[src/rtl/freq_meter_pkg.sv]
// freq_meter_pkg: shared state type and constants for the frequency ratio meter.
package freq_meter_pkg;
    typedef enum logic [1:0] {IDLE, HIGH, LOW} state_t;
    localparam int DEF_CNT_W = 16;
    localparam int DEF_SYNC_STAGES = 2;
    localparam int SYM_TOL = 1;
endpackage

[src/rtl/sync_edge_det.sv]
// sync_edge_det: multi-flop synchroniser with single-cycle rise/fall pulses.
module sync_edge_det #(
    parameter int STAGES = 2
) (
    input  logic clk,
    input  logic rst,
    input  logic i_d,
    output logic o_rise,
    output logic o_fall
);
    logic [STAGES-1:0] r_sync;
    logic r_prev;
    always_ff @(posedge clk) begin
        if (rst) begin
            r_sync <= '0;
            r_prev <= 1'b0;
        end else begin
            r_sync <= {r_sync[STAGES-2:0], i_d};
            r_prev <= r_sync[STAGES-1];
        end
    end
    assign o_rise = r_sync[STAGES-1] & ~r_prev;
    assign o_fall = ~r_sync[STAGES-1] & r_prev;
endmodule

[src/rtl/freq_ratio_meter.sv]
// freq_ratio_meter: measures high/low time and period of a slow input in clk cycles.
module freq_ratio_meter
    import freq_meter_pkg::*;
#(
    parameter int CNT_W = DEF_CNT_W,
    parameter int SYNC_STAGES = DEF_SYNC_STAGES,
    parameter int unsigned TIMEOUT = 32'hFFFF
) (
    input  logic             clk,
    input  logic             rst,
    input  logic             en,
    input  logic             sig_in,
    input  logic             clr_timeout,
    output logic [CNT_W-1:0] high_cnt,
    output logic [CNT_W-1:0] low_cnt,
    output logic [CNT_W:0]   period,
    output logic             sym_ok,
    output logic             meas_valid,
    output logic             timeout
);
    state_t r_state;
    logic [CNT_W-1:0] r_hcnt, r_lcnt;
    logic w_rise, w_fall, w_tmo, w_sym;
    logic [CNT_W-1:0] w_lim, w_diff;

    sync_edge_det #(.STAGES(SYNC_STAGES)) u_sync (
        .clk(clk), .rst(rst), .i_d(sig_in), .o_rise(w_rise), .o_fall(w_fall)
    );

    // a phase times out on the cycle its counter would reach TIMEOUT, so counters never wrap
    assign w_lim  = CNT_W'(TIMEOUT - 1);
    assign w_tmo  = en && ((r_state == HIGH && !w_fall && r_hcnt >= w_lim) ||
                           (r_state == LOW && !w_rise && r_lcnt >= w_lim));
    assign w_diff = (r_hcnt >= r_lcnt) ? r_hcnt - r_lcnt : r_lcnt - r_hcnt;
    assign w_sym  = w_diff <= CNT_W'(SYM_TOL);

    always_ff @(posedge clk) begin
        if (rst) begin
            r_state    <= IDLE;
            r_hcnt     <= '0;
            r_lcnt     <= '0;
            high_cnt   <= '0;
            low_cnt    <= '0;
            period     <= '0;
            sym_ok     <= 1'b0;
            meas_valid <= 1'b0;
            timeout    <= 1'b0;
        end else begin
            meas_valid <= 1'b0;
            timeout    <= w_tmo ? 1'b1 : (clr_timeout ? 1'b0 : timeout);
            if (!en || w_tmo) begin
                r_state <= IDLE;
                r_hcnt  <= '0;
                r_lcnt  <= '0;
            end else begin
                case (r_state)
                    IDLE: if (w_rise) begin
                        r_state <= HIGH;
                        r_hcnt  <= CNT_W'(1);
                    end
                    HIGH: if (w_fall) begin
                        r_state <= LOW;
                        r_lcnt  <= CNT_W'(1);
                    end else r_hcnt <= r_hcnt + 1'b1;
                    LOW: if (w_rise) begin
                        high_cnt   <= r_hcnt;
                        low_cnt    <= r_lcnt;
                        period     <= {1'b0, r_hcnt} + {1'b0, r_lcnt};
                        sym_ok     <= w_sym;
                        meas_valid <= 1'b1;
                        r_state    <= HIGH;
                        r_hcnt     <= CNT_W'(1);
                        r_lcnt     <= '0;
                    end else r_lcnt <= r_lcnt + 1'b1;
                    default: r_state <= IDLE;
                endcase
            end
        end
    end
endmodule

[config.mk]
export PLATFORM = sky130hd
export DESIGN_NAME = freq_ratio_meter
export DESIGN_NICKNAME = d
export VERILOG_FILES = /design/src/rtl/freq_meter_pkg.sv /design/src/rtl/sync_edge_det.sv /design/src/rtl/freq_ratio_meter.sv
export SDC_FILE = /design/constraint.sdc
export NUM_CORES = 1
export LEC_CHECK = 0
export CELL_PAD_IN_SITES_DETAIL_PLACEMENT = 1
export CELL_PAD_IN_SITES_GLOBAL_PLACEMENT = 2
export CORE_MARGIN = 5
export CORE_UTILIZATION = 37
export CTS_CLUSTER_SIZE = 30
export DETAILED_ROUTE_END_ITERATION = 6
export HOLD_SLACK_MARGIN = 0.15
export PLACE_DENSITY = 0.95
export SYNTH_ARGS = -nofsm -noshare
export SYNTH_HDL_FRONTEND = slang
export SYNTH_SLANG_ARGS = --single-unit
[constraint.sdc]
create_clock -name clk -period 7.53 [get_ports clk]
set_input_delay 0.753 -clock clk [delete_from_list [all_inputs] [get_ports clk]]
set_output_delay 0.753 -clock clk [all_outputs]
set_load 0.01 [all_outputs]
==> impl_metrics.env, run 1 <==
export IMPL_ctsHoldBuffers=0
export IMPL_seq_area_frac_synth=0.296
export IMPL_p_sw_mw=0.234
export IMPL_finalHoldViolations=0
export IMPL_finalMaxSlewViolations=0
export IMPL_ff2ff_setup_slack_ps=4080
export IMPL_viasPerCell=5.63
export IMPL_rows=46
export IMPL_cts_tree="done"
export IMPL_die_h_um=138
export IMPL_slew_headroom=0.446
export IMPL_multi_input_area_sq_um=3830
export IMPL_grtUsageTotal=0.211
export IMPL_syn_inst=765
export IMPL_htreeDepth=3
export IMPL_cts_setup_buffers=0
export IMPL_intPower_mw=0.743
export IMPL_firstDrtPassIters=4
export IMPL_synth_seq_cells=89
export IMPL_crit_path_start="r_hcnt[4]$_SDFFE_PP0P_"
export IMPL_setup_viol=0
export IMPL_cpPeakStageDelay_ps=700
export IMPL_grt_pass1_wl_um=31500
export IMPL_syn_cell_area_sq_um=6020
export IMPL_combPwrFrac=0.024
export IMPL_fmax_ghz=0.290
export IMPL_drc=0
export IMPL_worst_slack_ps=4080
export IMPL_clk_pin_slew_worst_paths_ps=80
export IMPL_cts_made_buffers=9
export IMPL_die_x_um=138
export IMPL_core_area_sq_um=15900
export IMPL_post_cts_resized=0
export IMPL_power_density_nw_per_um2=140
export IMPL_area_growth_pct=15.5
export IMPL_clk_path_buf_depth=2
export IMPL_wl_per_cell_um=19.0
export IMPL_cp_start_kind="flop"
export IMPL_portBuffers=56
export IMPL_cp_common_cell="o21ai_0"
export IMPL_drive_gt1_frac=0.0499
export IMPL_skew_ps=14.8
export IMPL_crit_path_top_delay_cell="ha_1"
export IMPL_ir_worst_vdd_mv=0.114
export IMPL_path_class="reg2reg"
export IMPL_io_pins=57
export IMPL_sequentialPowerShare=0.483
export IMPL_swShare=0.239
export IMPL_status="finished clean"
export IMPL_grt_ovfl_total=0
export IMPL_rr_startpoint="r_hcnt[4]$_SDFFE_PP0P_"
export IMPL_hp_class="reg2reg"
export IMPL_n_fill_cell=1973
export IMPL_place_hpwl_um=14700
export IMPL_dp_slack_ps=4200
export IMPL_antennaDiodeCount=0
export IMPL_pwr_share_clk=0.493
export IMPL_synth_cell_types=70
export IMPL_period_share=0.458
export IMPL_gp_congestion=0.932
export IMPL_worst_r2r_cell_count=10
export IMPL_avgSynthCellArea_sq_um=7.87
export IMPL_synth_edf_count=0
export IMPL_worst_r2r_endpoint="sym_ok$_SDFFE_PP0P_"
export IMPL_grt_antenna_before_repair=0
export IMPL_critPathMaxFanout=19
export IMPL_min_period_ps=3450
export IMPL_fin_setup_tns_ps=0
export IMPL_initial_core_util=0.378
export IMPL_grt_pass1_vias=5912
export IMPL_clk_latency_ps=360
export IMPL_design_die_area_sq_um=18900
export IMPL_power_leakage_nw=2.55
export IMPL_cts_root_buf="clkbuf_16"
export IMPL_layout_nets=856
export IMPL_worst_slew_pin_slew_ps=831
export IMPL_synth_nets=824
export IMPL_drv_cap=0
export IMPL_regArea_sq_um=1780
export IMPL_cts_sinks=89
export IMPL_async_flop_share=0
export IMPL_drt_wl_total_um=19400
export IMPL_synth_ff_type="dfxtp_1"
export IMPL_arrival_ps=3710
export IMPL_vias=5730
export IMPL_drt_iter0_drc=357
export IMPL_yosysWarningCount=0
export IMPL_rsz0062_at_grt="false"
export IMPL_grt_max_degree=57
export IMPL_worst_setup_path_end_kind="flop"
export IMPL_crit_required_ps=7790
export IMPL_ant_nets=0
export IMPL_crit_path_end="sym_ok$_SDFFE_PP0P_"
export IMPL_cp_cell_sequence="inv_1 -> ha_1 -> o21ai_0 -> o21ai_0 -> nand2_1 -> mux2_2 -> o2111ai_1 -> a2111oi_2 -> o21ai_1 -> o41ai_2"
flip-flops by register name, summed over array words and instances, names as in the netlist:
signal	cells
high_cnt	16
low_cnt	16
meas_valid	1
period	17
r_hcnt	16
r_lcnt	16
r_state	2
sym_ok	1
timeout	1
u_sync.r_prev	1
u_sync.r_sync	2
cells by family (layout without fill, tap and decap cells):
logic type      Yosys count  after routing  synth area share
flops                    89             89             0.296
xor+xnor                 39             39            0.0567
buf+inv                  86            123            0.0684
compound gates          204            204             0.224
mux                       5              5           0.00852
fa+ha+maj                54             54             0.116
simple gates            288            288             0.230
synth_stat cells (all sizes together) (3+ instances only):
library cell	instances	area, sq um
ha	51	638
nor4	7	43.8
xnor2	35	307
o31ai	4	30.0
o211ai	3	22.5
clkbuf	14	53.8
buf	23	168
o31a	3	26.3
nand3	18	90.1
nand3b	8	60.1
nor2b	12	75.1
nor2	71	267
a311oi	11	109
o21a	5	37.5
nand2	96	360
xor2	4	35.0
nand2b	8	50.1
inv	48	180
a21oi	73	365
dfxtp	89	1780
nand4	7	43.8
a21o	7	55.1
or3	8	50.1
a211oi	26	195
fa	3	60.1
nor3	22	110
and3	12	76.3
o21ai	36	180
and4	6	52.6
or2	4	25.0
a31oi	6	37.5
o21bai	7	56.3
mux2i	4	40.0
layout by cell type (no fill, tap or decap), drive strengths merged, types with 22 or more instances in the layout:
cell	instances
nand2	96
nor2	71
inv	52
a211oi	26
o21ai	36
ha	51
nor3	22
xnor2	35
dfxtp	89
clkdlybuf4s50	55
a21oi	73
metrics by stage:
step	utilization	total power, mW	area (sq um)	std cells	hold slack, ps
after floorplan	-	0.499	6020	765	414
after global placement	0.417	0.505	6650	1002	418
after detailed placement	0.417	0.506	6650	1002	441
after CTS	0.436	0.987	6950	1018	456
after global routing	0.436	1.01	6950	1018	463
final	0.436	0.977	6950	1018	450
layout make-up:
cell class / count / share of cell area
clock buffers: 9 / 0.0324
clock inverters: 7 / 0.0121
inverters: 48 / 0.0259
multi-input cells: 590 / 0.551
flip-flops and latches: 89 / 0.256
well taps: 216 / 0.0389
repair buffers: 59 / 0.0831
worst min path at each step:
stage                                 from                          end  slack (ps)  cells past startpoint
2_1_floorplan  u_sync.r_sync[0]$_SDFF_PP0_  u_sync.r_sync[1]$_SDFF_PP0_         410                      1
3_3_place_gp   u_sync.r_sync[0]$_SDFF_PP0_  u_sync.r_sync[1]$_SDFF_PP0_         420                      1
3_5_place_dp   u_sync.r_sync[0]$_SDFF_PP0_  u_sync.r_sync[1]$_SDFF_PP0_         440                      1
4_1_cts        u_sync.r_sync[0]$_SDFF_PP0_  u_sync.r_sync[1]$_SDFF_PP0_         460                      1
5_1_grt        u_sync.r_sync[0]$_SDFF_PP0_  u_sync.r_sync[1]$_SDFF_PP0_         460                      1
6_report       u_sync.r_sync[0]$_SDFF_PP0_  u_sync.r_sync[1]$_SDFF_PP0_         450                      1
per-layer routing:
metal  up-vias  wire length (um)  GRT usage
met5         -                 0          0
met1      2818              8570      0.262
met2       133              9530      0.362
li1       2746                 -          -
met3        33               807     0.0427
met4         0               484     0.0710
critical path: cells and delay by family (launching register included):
family | cells | cell delay, ps
AO/OA/AOI/OAI | 6 | 1700
adder cells (fa/ha/maj) | 1 | 700
flip-flops | 1 | 460
multiplexers | 1 | 230
buffers and inverters | 1 | 150
AND/OR/NAND/NOR | 1 | 100
power by group through the flow:
stage	Combinational (mW)	Sequential, mW	Clock (mW)
floorplan	0.0161	0.483	0
global placement	0.0219	0.483	0
detailed placement	0.0227	0.483	0
CTS	0.0230	0.472	0.492
global route	0.0252	0.472	0.511
finish	0.0231	0.472	0.481
Power figures use the tool's default switching activity.
==> run 2: changes to the inputs <==
--- a/config.mk
+++ b/config.mk
@@ -8,11 +8,11 @@
 export CELL_PAD_IN_SITES_DETAIL_PLACEMENT = 1
 export CELL_PAD_IN_SITES_GLOBAL_PLACEMENT = 2
 export CORE_MARGIN = 5
-export CORE_UTILIZATION = 37
+export CORE_UTILIZATION = 35
 export CTS_CLUSTER_SIZE = 30
 export DETAILED_ROUTE_END_ITERATION = 6
 export HOLD_SLACK_MARGIN = 0.15
-export PLACE_DENSITY = 0.95
+export PLACE_DENSITY = 0.91
 export SYNTH_ARGS = -nofsm -noshare
 export SYNTH_HDL_FRONTEND = slang
 export SYNTH_SLANG_ARGS = --single-unit
==> constraint.sdc (replaced) <==
create_clock -name clk -period 3.25 [get_ports clk]
set_input_delay 0.325 -clock clk [delete_from_list [all_inputs] [get_ports clk]]
set_output_delay 0.325 -clock clk [all_outputs]
set_load 0.01 [all_outputs]
==> run 2 against run 1 <==
  * Clock power rose by 140%
  * Core utilization shrank 0.73 points
  * Wire length rose by 3.1%
  * Via count is 1.6% higher
  * Final cell count increased by 4.8%
  * Die area up 5.3%
  * Critical endpoint is now period[13]$_SDFFE_PP0P_
  * Critical path depth rose by 1
==> impl_metrics.env, run 2 (synthesized netlist as in run 1, its figures left out) <==
export IMPL_fin_setup_tns_ps=0
export IMPL_ff2ff_setup_slack_ps=220
export IMPL_vias=5820
export IMPL_rows=48
export IMPL_cts_made_buffers=9
export IMPL_status="finished clean"
export IMPL_n_fill_cell=2105
export IMPL_drv_cap=0
export IMPL_worst_slew_pin_slew_ps=1040
export IMPL_layout_nets=896
export IMPL_area_growth_pct=21.5
export IMPL_hp_class="reg2reg"
export IMPL_portBuffers=56
export IMPL_finalHoldViolations=0
export IMPL_skew_ps=14.1
export IMPL_whs_path_depth=1
export IMPL_design_die_area_sq_um=19900
export IMPL_min_period_ps=3030
export IMPL_setup_viol=0
export IMPL_ant_nets=0
export IMPL_hp_start="u_sync.r_sync[0]$_SDFF_PP0_"
export IMPL_regMostFlops="period"
export IMPL_drc=0
export IMPL_clk_path_buf_depth=2
export IMPL_worst_r2r_endpoint="period[13]$_SDFFE_PP0P_"
export IMPL_final_common_cell="nand2_1"
export IMPL_worst_setup_path_end_kind="flop"
export IMPL_finalMaxSlewViolations=0
export IMPL_path_class="reg2reg"
export IMPL_gp_congestion=0.886
export IMPL_grt_pass1_vias=5987
export IMPL_clk_pin_slew_worst_paths_ps=70
export IMPL_drive_gt1_frac=0.105
export IMPL_grtUsageTotal=0.202
export IMPL_grt_pass1_wl_um=32400
export IMPL_drt_iter0_drc=427
export IMPL_viasPerCell=5.45
export IMPL_clk_latency_ps=360
export IMPL_firstDrtPassIters=5
export IMPL_core_area_sq_um=17100
export IMPL_cts_setup_buffers=0
export IMPL_ir_worst_vdd_mv=0.282
export IMPL_power_density_nw_per_um2=313
export IMPL_grt_max_degree=56
export IMPL_cp_start_kind="flop"
export IMPL_io_pins=57
export IMPL_worst_r2r_cell_count=11
export IMPL_cts_sinks=89
export IMPL_power_leakage_nw=2.76
export IMPL_fmax_ghz=0.330
export IMPL_grt_ovfl_total=0
export IMPL_cts_root_buf="clkbuf_16"
export IMPL_antennaDiodeCount=0
export IMPL_crit_required_ps=3520
export IMPL_layout_common_cells="96 x nand2_1, 89 x dfxtp_1, 73 x a21oi_1"
export IMPL_rr_startpoint="r_hcnt[4]$_SDFFE_PP0P_"
export IMPL_place_hpwl_um=14900
export IMPL_cts_tree="done"
export IMPL_slew_headroom=0.303
export IMPL_critPathMaxFanout=7
export IMPL_arrival_ps=3310
export IMPL_period_share=0.933
export IMPL_htreeDepth=3
export IMPL_initial_core_util=0.353
export IMPL_wl_per_cell_um=18.7
export IMPL_timing_hold_ws_ps=449
export IMPL_rsz0062_at_grt="true"
export IMPL_die_x_um=141
export IMPL_die_h_um=141
export IMPL_grt_antenna_before_repair=0
export IMPL_largest_register_ffs=17
export IMPL_holdPathEnd="u_sync.r_sync[1]$_SDFF_PP0_"
export IMPL_drt_wl_total_um=20000
-- run 2: changes by cell type in the layout (fill, tap and decap cells not counted), moves of 2 or more --
cell,previous run,this run
clkbuf_8,0,2
nor4_1,7,5
buf_4,3,43
inv_6,3,1
a31oi_2,0,2
a31oi_1,6,4
nor4_2,0,2
-- run 2: routing by layer --
metal | GRT usage | vias to the layer above | part of all wire
met1 | 0.274 | 2852 | 0.46
li1 | - | 2834 | -
met5 | 0 | - | 0
met3 | 0.0299 | 19 | 0.037
met4 | 0.0576 | 0 | 0.017
met2 | 0.335 | 115 | 0.48
-- run 2: power breakdown --
part / internal, mW / switching (mW) / total, mW / leakage, nW
logic: 0.0197 / 0.0373 / 0.0570 / 1.89
registers: 1.09 / 0.00170 / 1.09 / 0.717
clock network: 0.644 / 0.496 / 1.14 / 0.156
total: 1.76 / 0.535 / 2.29 / 2.76
-- run 2: how the worst max path moves through the flow --
stage / from / to / slack (ps) / cells after the start
after detailed placement: r_hcnt[0]$_SDFFE_PP0P_ / sym_ok$_SDFFE_PP0P_ / 150 / 12
after floorplan: r_lcnt[1]$_SDFFE_PP0P_ / sym_ok$_SDFFE_PP0P_ / 440 / 10
after global placement: r_hcnt[0]$_SDFFE_PP0P_ / sym_ok$_SDFFE_PP0P_ / 220 / 12
after global routing: r_hcnt[0]$_SDFFE_PP0P_ / sym_ok$_SDFFE_PP0P_ / -20 / 12
after CTS: r_hcnt[0]$_SDFFE_PP0P_ / sym_ok$_SDFFE_PP0P_ / 120 / 12
final: r_hcnt[4]$_SDFFE_PP0P_ / period[13]$_SDFFE_PP0P_ / 220 / 11
-- run 2: metrics by stage --
step / util / power [mW] / instances / cell area (sq um) / setup slack [ps]
final: 0.429 / 2.29 / 1067 / 7320 / 219
after floorplan: - / 1.16 / 765 / 6020 / 442
after global placement: 0.408 / 1.17 / 1051 / 6960 / 219
after detailed placement: 0.408 / 1.17 / 1051 / 6960 / 147
after global routing: 0.429 / 2.36 / 1067 / 7320 / -21.1
after CTS: 0.426 / 2.31 / 1067 / 7270 / 123
-- run 2: critical path, cell delays in order, from the launching register on --
cell and delay [ps]:
dfxtp_1 470, inv_1 150, ha_1 430, buf_4 210, nand2b_1 70, a21oi_1 70, or4_2 560, a31oi_2 250
o31a_1 250, a221oi_1 130, xnor2_1 150, a211oi_1 220
-- run 2: area by class of cell --
class | count | area (sq um) | share of cell area
multi-input combinational | 590 | 3880 | 0.530
sequential | 89 | 1780 | 0.244
timing repair buffer | 99 | 878 | 0.120
tap | 225 | 282 | 0.0385
clock buffer | 11 | 253 | 0.0345
inverter | 48 | 180 | 0.0246
clock inverter | 5 | 61.3 | 0.00838
-- run 2: timing repair --
action	4_1_cts	5_1_grt
resized for setup	0	9
endpoints found under the setup margin	0	3
hold buffers	0	0
